## src/rtl/shift_left_logical_seq_pkg.sv

```systemverilog
// Shared types and sizes for the sequential RV32I logical left shifter.
// Latency: n/a (declarations only).
// Backpressure: n/a (declarations only).
package shift_pkg;

  // Datapath width; only 32 is supported.
  localparam int XLEN = 32;

  // Shift-amount width, log2(XLEN).
  localparam int SHAMT_W = 5;

  // Stage counter is wide enough to hold 0..SHAMT_W-1.
  localparam int CNT_W = 3;

  // Index of the last shift stage; the FSM leaves SHIFT after applying it.
  localparam logic [CNT_W-1:0] CNT_LAST = CNT_W'(SHAMT_W - 1);

  // Unit control states.
  typedef enum logic [1:0] {
    IDLE  = 2'd0,
    SHIFT = 2'd1,
    DONE  = 2'd2
  } shift_state_e;

endpackage : shift_pkg

```

## src/rtl/shift_left_logical_seq_if.sv

```systemverilog
// Request/result bundle between ALU dispatch and the sequential left shifter.
// Latency: n/a (wires only).
// Backpressure: dispatcher holds valid_i and operands until ready_o is seen high.
interface shift_left_logical_seq_if;
  import shift_pkg::*;

  logic            valid_i;
  logic [XLEN-1:0] rs1_i;
  logic [XLEN-1:0] rs2_i;
  logic            ready_o;
  logic            valid_o;
  logic [XLEN-1:0] rd_o;

  // Dispatcher side: issues requests, consumes the result strobe.
  modport master (
    output valid_i,
    output rs1_i,
    output rs2_i,
    input  ready_o,
    input  valid_o,
    input  rd_o
  );

  // Shifter side: accepts requests, produces the result strobe.
  modport slave (
    input  valid_i,
    input  rs1_i,
    input  rs2_i,
    output ready_o,
    output valid_o,
    output rd_o
  );

endinterface : shift_left_logical_seq_if

```

## src/rtl/shift_left_logical_seq_mux.sv

```systemverilog
// 32-bit 2:1 mux used as the single per-stage shift selector.
// Latency: combinational.
// Backpressure: none.
module mux2to1_32bit
  import shift_pkg::*;
(
  input  logic [XLEN-1:0] a_i,
  input  logic [XLEN-1:0] b_i,
  input  logic            sel_i,
  output logic [XLEN-1:0] y_o
);

  assign y_o = sel_i ? b_i : a_i;

endmodule : mux2to1_32bit

```

## src/rtl/shift_left_logical_seq.sv

```systemverilog
// Multi-cycle SLL/SLLI unit: resolves one shamt bit per cycle through one 2:1 mux stage.
// Latency: 6 cycles accept-to-valid_o, fixed for every shamt; one op per 7 cycles.
// Backpressure: ready_o low while busy; valid_i then is ignored, not queued.
module shift_left_logical_seq
  import shift_pkg::*;
(
  input  logic                        clk_i,
  input  logic                        rst_i,
  shift_left_logical_seq_if.slave     bus
);

  shift_state_e       state_q;
  shift_state_e       state_d;
  logic [XLEN-1:0]    data_q;
  logic [SHAMT_W-1:0] shamt_q;
  logic [CNT_W-1:0]   cnt_q;

  logic [XLEN-1:0]    w_stage_shifted;
  logic [XLEN-1:0]    w_stage_out;
  logic               w_stage_sel;
  logic               w_ready;
  logic               w_valid;
  logic               w_accept;
  logic               w_last_stage;

  // Upper rs2 bits carry no meaning for RV32I shifts.
  logic               w_unused_rs2_hi;
  assign w_unused_rs2_hi = ^bus.rs2_i[XLEN-1:SHAMT_W];

  // Shift amount for this stage is 1<<cnt_q, realised as fixed-distance shifts.
  always_comb begin
    w_stage_shifted = data_q;
    case (cnt_q)
      3'd0:    w_stage_shifted = data_q << 1;
      3'd1:    w_stage_shifted = data_q << 2;
      3'd2:    w_stage_shifted = data_q << 4;
      3'd3:    w_stage_shifted = data_q << 8;
      3'd4:    w_stage_shifted = data_q << 16;
      default: w_stage_shifted = data_q;
    endcase
  end

  assign w_stage_sel  = shamt_q[cnt_q];
  assign w_last_stage = (cnt_q == CNT_LAST);

  mux2to1_32bit u_stage_mux (
    .a_i   (data_q),
    .b_i   (w_stage_shifted),
    .sel_i (w_stage_sel),
    .y_o   (w_stage_out)
  );

  // Next-state and handshake outputs; outputs depend on state only.
  always_comb begin
    state_d  = state_q;
    w_ready  = 1'b0;
    w_valid  = 1'b0;
    w_accept = 1'b0;
    case (state_q)
      IDLE: begin
        w_ready = 1'b1;
        if (bus.valid_i) begin
          w_accept = 1'b1;
          state_d  = SHIFT;
        end
      end
      SHIFT: begin
        if (w_last_stage) begin
          state_d = DONE;
        end
      end
      DONE: begin
        w_valid = 1'b1;
        state_d = IDLE;
      end
      default: begin
        state_d = IDLE;
      end
    endcase
  end

  // State and datapath registers; reset wins over any request in the same cycle.
  always_ff @(posedge clk_i) begin
    if (rst_i) begin
      state_q <= IDLE;
      data_q  <= '0;
      shamt_q <= '0;
      cnt_q   <= '0;
    end else begin
      state_q <= state_d;
      if (w_accept) begin
        data_q  <= bus.rs1_i;
        shamt_q <= bus.rs2_i[SHAMT_W-1:0];
        cnt_q   <= '0;
      end else if (state_q == SHIFT) begin
        data_q <= w_stage_out;
        // Wrap to 0 after the last stage so cnt_q never indexes past shamt_q.
        cnt_q  <= w_last_stage ? '0 : cnt_q + 1'b1;
      end
    end
  end

  assign bus.ready_o = w_ready;
  assign bus.valid_o = w_valid;
  assign bus.rd_o    = data_q;

endmodule : shift_left_logical_seq

```

## src/flat_wrapper.sv

```systemverilog
// flat-port wrapper written by rule: the top's interface ports become plain ports
module shift_left_logical_seq_flat import shift_pkg::*;
  (clk_i, rst_i, bus_valid_i, bus_rs1_i, bus_rs2_i, bus_ready_o, bus_valid_o, bus_rd_o);
  shift_left_logical_seq_if bus_i ();
  input  logic clk_i;
  input  logic rst_i;
  input wire logic [$bits(bus_i.valid_i)-1:0] bus_valid_i;
  input wire logic [$bits(bus_i.rs1_i)-1:0] bus_rs1_i;
  input wire logic [$bits(bus_i.rs2_i)-1:0] bus_rs2_i;
  output wire logic [$bits(bus_i.ready_o)-1:0] bus_ready_o;
  output wire logic [$bits(bus_i.valid_o)-1:0] bus_valid_o;
  output wire logic [$bits(bus_i.rd_o)-1:0] bus_rd_o;
  assign bus_i.valid_i = bus_valid_i;
  assign bus_i.rs1_i = bus_rs1_i;
  assign bus_i.rs2_i = bus_rs2_i;
  assign bus_ready_o = bus_i.ready_o;
  assign bus_valid_o = bus_i.valid_o;
  assign bus_rd_o = bus_i.rd_o;
  shift_left_logical_seq u_core (.clk_i(clk_i), .rst_i(rst_i), .bus(bus_i));
endmodule
```

## config.mk

```make
export PLATFORM = sky130hd
export DESIGN_NAME = shift_left_logical_seq_flat
export DESIGN_NICKNAME = d
export VERILOG_FILES = /design/src/rtl/shift_left_logical_seq_pkg.sv /design/src/rtl/shift_left_logical_seq_if.sv /design/src/rtl/shift_left_logical_seq_mux.sv /design/src/rtl/shift_left_logical_seq.sv /design/src/flat_wrapper.sv
export SDC_FILE = /design/constraint.sdc
export NUM_CORES = 1
export LEC_CHECK = 0
export ABC_AREA = 1
export ABC_CLOCK_PERIOD_IN_PS = 2000
export CORE_ASPECT_RATIO = 0.9
export CORE_MARGIN = 10
export CORE_UTILIZATION = 39
export CTS_CLUSTER_SIZE = 10
export DETAILED_ROUTE_END_ITERATION = 8
export GPL_TIMING_DRIVEN = 0
export PLACE_DENSITY = 0.82
export SLEW_MARGIN = 0
export SYNTH_ARGS = -nofsm -noshare
export SYNTH_HDL_FRONTEND = slang
export SYNTH_SLANG_ARGS = --single-unit
```

## constraint.sdc

```tcl
create_clock -name clk_i -period 2 [get_ports clk_i]
set_input_delay 0.5 -clock clk_i [delete_from_list [all_inputs] [get_ports clk_i]]
set_output_delay 0.5 -clock clk_i [all_outputs]
set_load 0.01 [all_outputs]
```

=== Word level (Yosys, flattened, before mapping) ===
Index checks and enable logic that the tools add are counted.

* Register bits: 42

* Equality and inequality tests: 8
* Reductions and logical operators: 8
* Order comparisons: 1
* Muxes and demuxes: 14
* $add $sub $neg: 1

{| class="wikitable"
|+ Operators with widths
! operator !! count
|-
| 32-bit one-hot mux with 5 select lines || 1
|-
| 32-bit two-way mux || 3
|-
| 3-bit by 2-bit == test with 1-bit output (second input constant) || 2
|-
| 6-bit nonzero test || 1
|-
| 1-bit two-way mux || 5
|-
| 3-bit by 4-bit < comparator with 1-bit output (second input constant) || 1
|-
| 2-bit two-way mux || 2
|-
| 2-bit one-hot mux with 2 select lines || 1
|-
| 2-bit nonzero test || 2
|-
| 3-bit by 1-bit adder with 3-bit output (second input constant) || 1
|-
| 1-bit binary-select mux with 3-bit select || 1
|-
| 3-bit by 1-bit == test with 1-bit output (second input constant) || 1
|-
| 3-bit == test (second input constant) || 1
|-
| 3-bit logical NOT || 1
|-
| 3-bit two-way mux || 1
|-
| 3-bit AND reduction || 1
|-
| 2-bit by 1-bit == test with 1-bit output (second input constant) || 1
|-
| 2-bit == test (second input constant) || 1
|-
| 2-bit logical NOT || 1
|-
| 2-bit by 1-bit != test with 1-bit output (second input constant) || 1
|-
| 2-bit != test (second input constant) || 1
|-
| 2-bit AND reduction || 1
|-
| 2-bit OR reduction || 1
|}

=== Longest topological paths before layout ===
Gate-level depths: netlist of the first run.

* Depth after elaboration: 5
* Gate-level depth with buffers: 15

=== Hierarchy ===
Synthesis of the first run repeated with hierarchy kept, for this count alone.

* Cell total of the unflattened synthesis: 748
* Area, all modules: 3936.3 µm²

{| class="wikitable"
|+ Modules (own cells, without submodules)
! module !! cells each !! area each (µm²) !! times used !! sequential area each (µm²)
|-
| shift_left_logical_seq || 644 || 3444.6 || 1 || 840.8
|-
| mux2to1_32bit || 104 || 491.7 || 1 || 0.0
|}

=== Least setup slack after synthesis of the first run ===
Ideal clock, no wire load.

* Path kind: register to register
* Start point: reg u_core.cnt_q[2]
* End point: reg u_core.data_q[22], in the netlist u_core.bus.rd_o[22]
* Period minus slack after synthesis: 1.867 ns
* Data arrival time: 1.803 ns
* Path slack: 0.133 ns
* Cell stages (with the launch flop): 15
* Setup time: 0.064 ns
* Required time: 1.936 ns
* Cells stage by stage: dfxtp_1 -> buf_6 -> inv_6 -> buf_2 -> ha_1 -> buf_6 -> or2_4 -> nor2_4 -> nor2_4 -> nand2_8 -> nand2_8 -> buf_6 -> nand2_1 -> inv_1 -> nor2_1

* Cells in the longest elaborated chain, start to end: 5
* Elaborated cells on any way between the ends: 14
* Those cells by class: eq/ne: 4; mux: 6; reduce/logical: 4

{| class="wikitable"
|+ Ends and longest elaborated chain
! item !! line !! text
|-
| from (decl) || shift_left_logical_seq.sv:16 || <nowiki>logic [CNT_W-1:0] cnt_q;</nowiki>
|-
| from (signal assigned) || shift_left_logical_seq.sv:98 || <nowiki>cnt_q <= w_last_stage ? '0 : cnt_q + 1'b1;</nowiki>
|-
| 3-bit == test (tied with other cells) || shift_left_logical_seq.sv:33 || <nowiki>case (cnt_q)</nowiki>
|-
| 32-bit one-hot mux with 5 select lines || shift_left_logical_seq.sv:33 ||
|-
| 32-bit two-way mux || shift_left_logical_seq_mux.sv:13 || <nowiki>assign y_o = sel_i ? b_i : a_i;</nowiki>
|-
| 32-bit two-way mux || shift_left_logical_seq.sv:95 || <nowiki>end else if (state_q == SHIFT) begin</nowiki>
|-
| 32-bit two-way mux || shift_left_logical_seq.sv:91 || <nowiki>if (w_accept) begin</nowiki>
|-
| to (signal assigned) || shift_left_logical_seq.sv:92 || <nowiki>data_q <= bus.rs1_i;</nowiki>
|-
| to (signal assigned) || shift_left_logical_seq.sv:96 || <nowiki>data_q <= w_stage_out;</nowiki>
|-
| to (decl) || shift_left_logical_seq.sv:14 || <nowiki>logic [XLEN-1:0] data_q;</nowiki>
|}

Parallel ways exist; a longest one is shown, timed or not. The select of a mux whose other input is x is not followed.
A chain may end at the register's enable or synchronous reset.

=== Worst setup path after layout of the first run ===
* Start point: reg u_core.cnt_q[0]
* End point: reg u_core.data_q[16], in the netlist u_core.bus.rd_o[16]

The elaborated chain is that of the path after synthesis.

==> out/metrics.yaml, run 1 <==
status: "finished clean"
place_ws_ns: -0.08126
syn-num-nets: 686
drive_above_1_share_pct: 13.80
die_y_um: 109.9
final_common_cell: "nand2_1"
syn_inst: 614
initial_utilization_pct: 40.47
final_core_util_pct: 54.09
ir_worst_vdd_mv: 0.3385
drtPass1Iterations: 5
drt_drc_violations_left: 0
n_antenna_cell: 0
final_cell_mix: "172 x nand2_1, 126 x nand3_1, 73 x clkdlybuf4s50_1, 71 x inv_1, 71 x nor2_1"
postPlaceCellArea_sq_mm: 0.004379
core_sq_mm: 0.008648
maxSlewHeadroom_pct: 68.28
synth_top_area_share_pct: 24.03
min_period_over_period_pct: 96.78
crit_arrival_ns: 2.18
grt_pass1_wl_um: 19220
critPathKind: "flop to flop"
vias_per_cell: 5.101
tritoncts: "built"
hold_viol_final: 0
grt_usage_pct: 17.52
setup_viol: 0
finalClockSkew_ns: 0.005517
wirelength_um: 12090
cts_max_level: 2
start_kind: "flop"
ys_types: 26
worst_slack_ns: 0.06438
seq_area_sq_um: 847.1
area_growth_syn_to_layout_pct: 33.68
drv_slew: 0
grt-ovfl-total: 0
hp-class: "flop to flop"
holdWs_ns: 0.4621
numCtsBuffers: 5
fillers: 880
ios: 101
crit_path_end_kind: "flop"
io_buffers: 73
power.leakage_nw: 2.301
drt_iter0_markers: 332
die_area_sq_mm: 0.01317
vias: 4193
syn-cell-area_sq_mm: 0.003500
pwr_density_cell_mw_per_mm2: 615.9
grt_max_degree: 14
cts.path.max_buffers: 2
fin_area_sq_mm: 0.004678
synth.avg_cell_area_sq_um: 5.700
antenna_found_initial: 0
fin_nets: 774
die_w_um: 119.9
synth_area_leader_cell: "dfxtp_1"
insertion_delay_ns: 0.30
finalSetupTns_ns: 0
final_antenna_net_count: 0
grt_pass1_vias: 3855
cts.sinks: 42
synth-seq-area-share_pct: 24.03
cts_root_buffer: "clkbuf_8"
worstPathMaxFanout: 8
fp-row-count: 32
multi_input_area_sq_mm: 0.002160
tightest_slew_ns: 0.4758
postCtsHoldBufs: 0
ys_seq_elements: 42
wl_per_cell_um: 14.71
synth_warnings: 0
min_period_ns: 1.936
cap_violations: 0
max_freq_mhz: 516.6
crit_required_ns: 2.24
hpwlAfterDp_um: 9204
synth_area_leaders: "dfxtp_1 24%, nand2_1 18%, nand3_1 18%"
gp_congestion: 0.9698
clk_pin_slew_ns: 0.09
[metrics by stage]
stage,total power [mW],instances
detailed placement,1.973,806
global route,3.035,822
CTS,2.852,818
global placement,1.954,806
floorplan,1.585,614
finish,2.881,822
[layer usage]
metal | vias up | GRT usage (%) | share of wire [%]
li1 | 2078 | - | -
met1 | 1901 | 21.91 | 44
met2 | 199 | 30.34 | 47
met3 | 15 | 3.844 | 8.1
met4 | 0 | 3.873 | 0.90
met5 | - | 0 | 0
[flip-flops by register name, summed over array words and instances (netlist names)]
| signal | flops |
|---|---|
| u_core.shamt_q | 5 |
| u_core.state_q | 2 |
| u_core.bus.rd_o | 32 |
| u_core.cnt_q | 3 |
[final timing paths]
kind | start | endpoint | slack [ns] | depth (start not counted)
max | u_core.cnt_q[0]$_SDFFE_PP0N_ | u_core.bus.rd_o[16]$_SDFFE_PP0P_ | 0.06 | 12
min | u_core.shamt_q[0]$_SDFFE_PP0N_ | u_core.shamt_q[0]$_SDFFE_PP0N_ | 0.46 | 2
max reg2reg | u_core.cnt_q[0]$_SDFFE_PP0N_ | u_core.bus.rd_o[16]$_SDFFE_PP0P_ | 0.06 | 12
min reg2reg | u_core.shamt_q[0]$_SDFFE_PP0N_ | u_core.shamt_q[0]$_SDFFE_PP0N_ | 0.46 | 2
[critical path: stages (launching register included)]
cell       delay, ns
dfxtp_4         0.38
ha_1            0.20
ha_2            0.18
buf_6           0.13
or2_4           0.23
nor2_4          0.10
nor2_4          0.06
nand2_8         0.10
nand2_8         0.11
clkbuf_16       0.18
nand2_1         0.05
inv_1           0.04
nor2_1          0.10
[area by class of cell]
type | instances | area share, %
Buffer | 36 | 5.509
Tap cell | 119 | 3.183
Inverter | 79 | 6.499
Sequential cell | 42 | 18.11
Timing Repair Buffer | 80 | 17.49
Clock inverter | 2 | 1.284
Multi-Input combinational cell | 458 | 46.16
Clock buffer | 6 | 1.765
[cells by family after synthesis]
family	synth area share [%]
adder cells (fa/ha/maj)	1.788
AND/OR/NAND/NOR	54.06
buffers and inverters	15.02
flip-flops	24.03
AO/OA/AOI/OAI	5.113
[repair_timing]
action | in CTS | in global routing
gates resized for setup | 6 | 21
setup endpoints to repair | 25 | 32
pin swaps | 0 | 6
buffers inserted | 3 | 2
hold endpoints to repair | 0 | 0
gates cloned | 1 | 2
[Yosys cell counts (all sizes together)]
| cell | count |
|---|---|
| a21oi | 12 |
| buf | 26 |
| clkbuf | 10 |
| clkinv | 1 |
| dfxtp | 42 |
| ha | 5 |
| inv | 78 |
| nand2 | 183 |
| nand3 | 126 |
| nor2 | 78 |
| nor3 | 1 |
| o21ai | 23 |
| or2 | 29 |
[power breakdown]
group          switching [mW]  leakage, nW  internal, mW  total (mW)
clock                   0.333       0.0714         0.533       0.866
combinational           0.502         1.88         0.462       0.964
sequential              0.129        0.349         0.922        1.05
total                   0.964         2.30          1.92        2.88
(Power assumes the default switching activity.)
==> run 2, diff against run 1 <==
- CORE_UTILIZATION: 39 -> 44
- CTS_CLUSTER_SIZE: 10 -> default
- PLACE_DENSITY: 0.82 -> 0.9
- RECOVER_POWER: default -> 50
==> run 2 against run 1 <==
Non-clock buffer count up 3. Combinational power shrank 1%. Via count is 2.3% higher. Critical path type is now flop to primary output. Largest cell class unchanged. Largest power group unchanged. Highest routed layer unchanged.
==> out/metrics.yaml, run 2 (synthesized netlist as in run 1, its figures left out) <==
status: "finished clean"
cts_max_level: 2  # unchanged
crit_required_ns: 1.50  # -0.74 ns
io_buffers: 73  # unchanged
area_growth_syn_to_layout_pct: 32.71
min_period_ns: 1.924  # -0.01150 ns
maxSlewHeadroom_pct: 68.57  # +0.29 points
clk_pin_slew_ns: 0.10  # about the same
cts.path.max_buffers: 2  # unchanged
cts.sinks: 42  # unchanged
hold_path.startpoint: "u_core.shamt_q[3]$_SDFFE_PP0N_"
worst_slack_ns: 0.07589  # +0.01150 ns
final_cell_mix: "172 x nand2_1, 126 x nand3_1, 71 x nor2_1, 70 x inv_1, 48 x clkdlybuf4s50_1"
r2r-start: "u_core.cnt_q[2]$_SDFFE_PP0N_"
finalClockSkew_ns: 0.006601  # +0.001084 ns
die_w_um: 114.0  # -4.9%
crit_family: "buffers and inverters"
final_core_util_pct: 60.65  # +6.6 points
wirelength_um: 12410  # +2.6%
critPathKind: "flop to primary output"
numCtsBuffers: 5  # unchanged
die_area_sq_mm: 0.01193  # -9.4%
start_kind: "flop"
n_antenna_cell: 0  # unchanged
initial_utilization_pct: 45.70  # +5.2 points
ir_worst_vdd_mv: 0.2826  # -17%
antenna_found_initial: 0  # unchanged
worstPathMaxFanout: 6  # -2
drive_above_1_share_pct: 14.45  # +0.65 points
cp_cell_sequence: "clkdlybuf4s50_1"
wl_per_cell_um: 15.47  # +5.2%
fin_cells: 802  # -2.4%
fin_nets: 777  # +0.39%
max_freq_mhz: 519.7  # +0.60%
rsz0062_at_grt: "false"
die_y_um: 104.6  # -4.8%
grt_pass1_wl_um: 19780  # +2.9%
core_sq_mm: 0.007657  # -11%
drtPass1Iterations: 5  # unchanged
vias: 4288  # +2.3%
grt-ovfl-total: 0  # unchanged
hpwlAfterDp_um: 9118  # -0.93%
drv_slew: 0  # unchanged
setup_viol: 0  # unchanged
power.leakage_nw: 2.349  # +2.1%
final_antenna_net_count: 0  # unchanged
insertion_delay_ns: 0.30  # about the same
critPathMaxStageDelay_ns: 0.61  # +0.23 ns
drt_iter0_markers: 468  # +41%
cp_num_buf_inv: 1  # -2
vias_per_cell: 5.347  # +4.8%
drt_drc_violations_left: 0  # unchanged
numPlacedInstances: 783  # -2.9%
tritoncts: "built"
min_period_over_period_pct: 96.21  # -0.58 points
pwr_density_cell_mw_per_mm2: 561.4  # -8.8%
grt_usage_pct: 19.61  # +2.1 points
postCtsHoldBufs: 0  # unchanged
crit_arrival_ns: 1.42  # -0.76 ns
crit_path_end_kind: "primary output"
gp_congestion: 0.9349  # -3.6%
cts_root_buffer: "clkbuf_8"
fp-row-count: 30  # -6.3%
hold_viol_final: 0  # unchanged
cpMaxStageDelayCell: "clkdlybuf4s50_1"
tightest_slew_ns: 0.4714  # -0.004341 ns
hp-class: "flop to flop"
cap_violations: 0  # unchanged
grt_pass1_vias: 4045  # +4.9%
ios: 101  # unchanged
largest_register_ffs: 32  # unchanged
cp-startpoint: "u_core.bus.rd_o[3]$_SDFFE_PP0P_"
place_ws_ns: -0.09091  # -0.009648 ns
final_common_cell: "nand2_1"
grt_max_degree: 16  # +2
run 2: cell types whose count changed in the layout (fill, tap and decap cells not counted), moves of 2 or more:
cell | before | now
buf_2 | 13 | 9
buf_4 | 7 | 10
bufinv_16 | 2 | 0
clkbuf_2 | 1 | 5
clkdlybuf4s50_1 | 73 | 48
dlygate4sd3_1 | 0 | 25
run 2: power breakdown:
| part | leakage [nW] | internal, mW | switching, mW |
|---|---|---|---|
| registers | 0.349 | 0.921 | 0.130 |
| clock network | 0.0447 | 0.253 | 0.351 |
| logic | 1.95 | 0.445 | 0.509 |
| total | 2.35 | 1.62 | 0.989 |
run 2: layer usage:
metal / vias to the layer above / GRT usage, % / part of all wire (%)
met5: - / 0 / 0
met4: 0 / 5.009 / 1.3
met3: 21 / 3.774 / 11
met2: 265 / 32.00 / 47
met1: 1916 / 25.68 / 41
li1: 2086 / - / -
run 2: cell type report:
type | instances | area [sq um]
plain buffers | 34 | 235.2
flip-flops and latches | 42 | 849.6
clock inverters | 3 | 25.02
multi-input cells | 458 | 2172
well taps | 96 | 120.1
clock buffers | 5 | 68.82
repair buffers | 85 | 869.6
inverters | 79 | 304.0
fillers | 738 | 3013
run 2: what timing repair did:
action / in CTS / in global routing
cloned: 3 / 2
pin swaps: 2 / 3
buffers inserted: 5 / 3
resized for setup: 10 / 25
setup endpoints to repair: 29 / 32
run 2: final timing paths:
kind | end | slack (ns) | depth (start not counted)
min | u_core.shamt_q[3]$_SDFFE_PP0N_ | 0.46 | 2
max | bus_rd_o[3] | 0.08 | 1
max reg2reg | u_core.bus.rd_o[18]$_SDFFE_PP0P_ | 0.09 | 13
min reg2reg | u_core.shamt_q[3]$_SDFFE_PP0N_ | 0.46 | 2
run 2: metrics by stage:
stage | TNS, ns | instance area, sq um | power [mW] | hold slack, ns
CTS | 0 | 4553 | 2.608 | 0.4684
floorplan | 0 | 3500 | 1.585 | 0.4254
detailed placement | -1.238 | 4350 | 1.978 | 0.4549
global placement | -0.5407 | 4350 | 1.951 | 0.4393
finish | 0 | 4644 | 2.607 | 0.4645
global route | 0 | 4644 | 2.760 | 0.4797
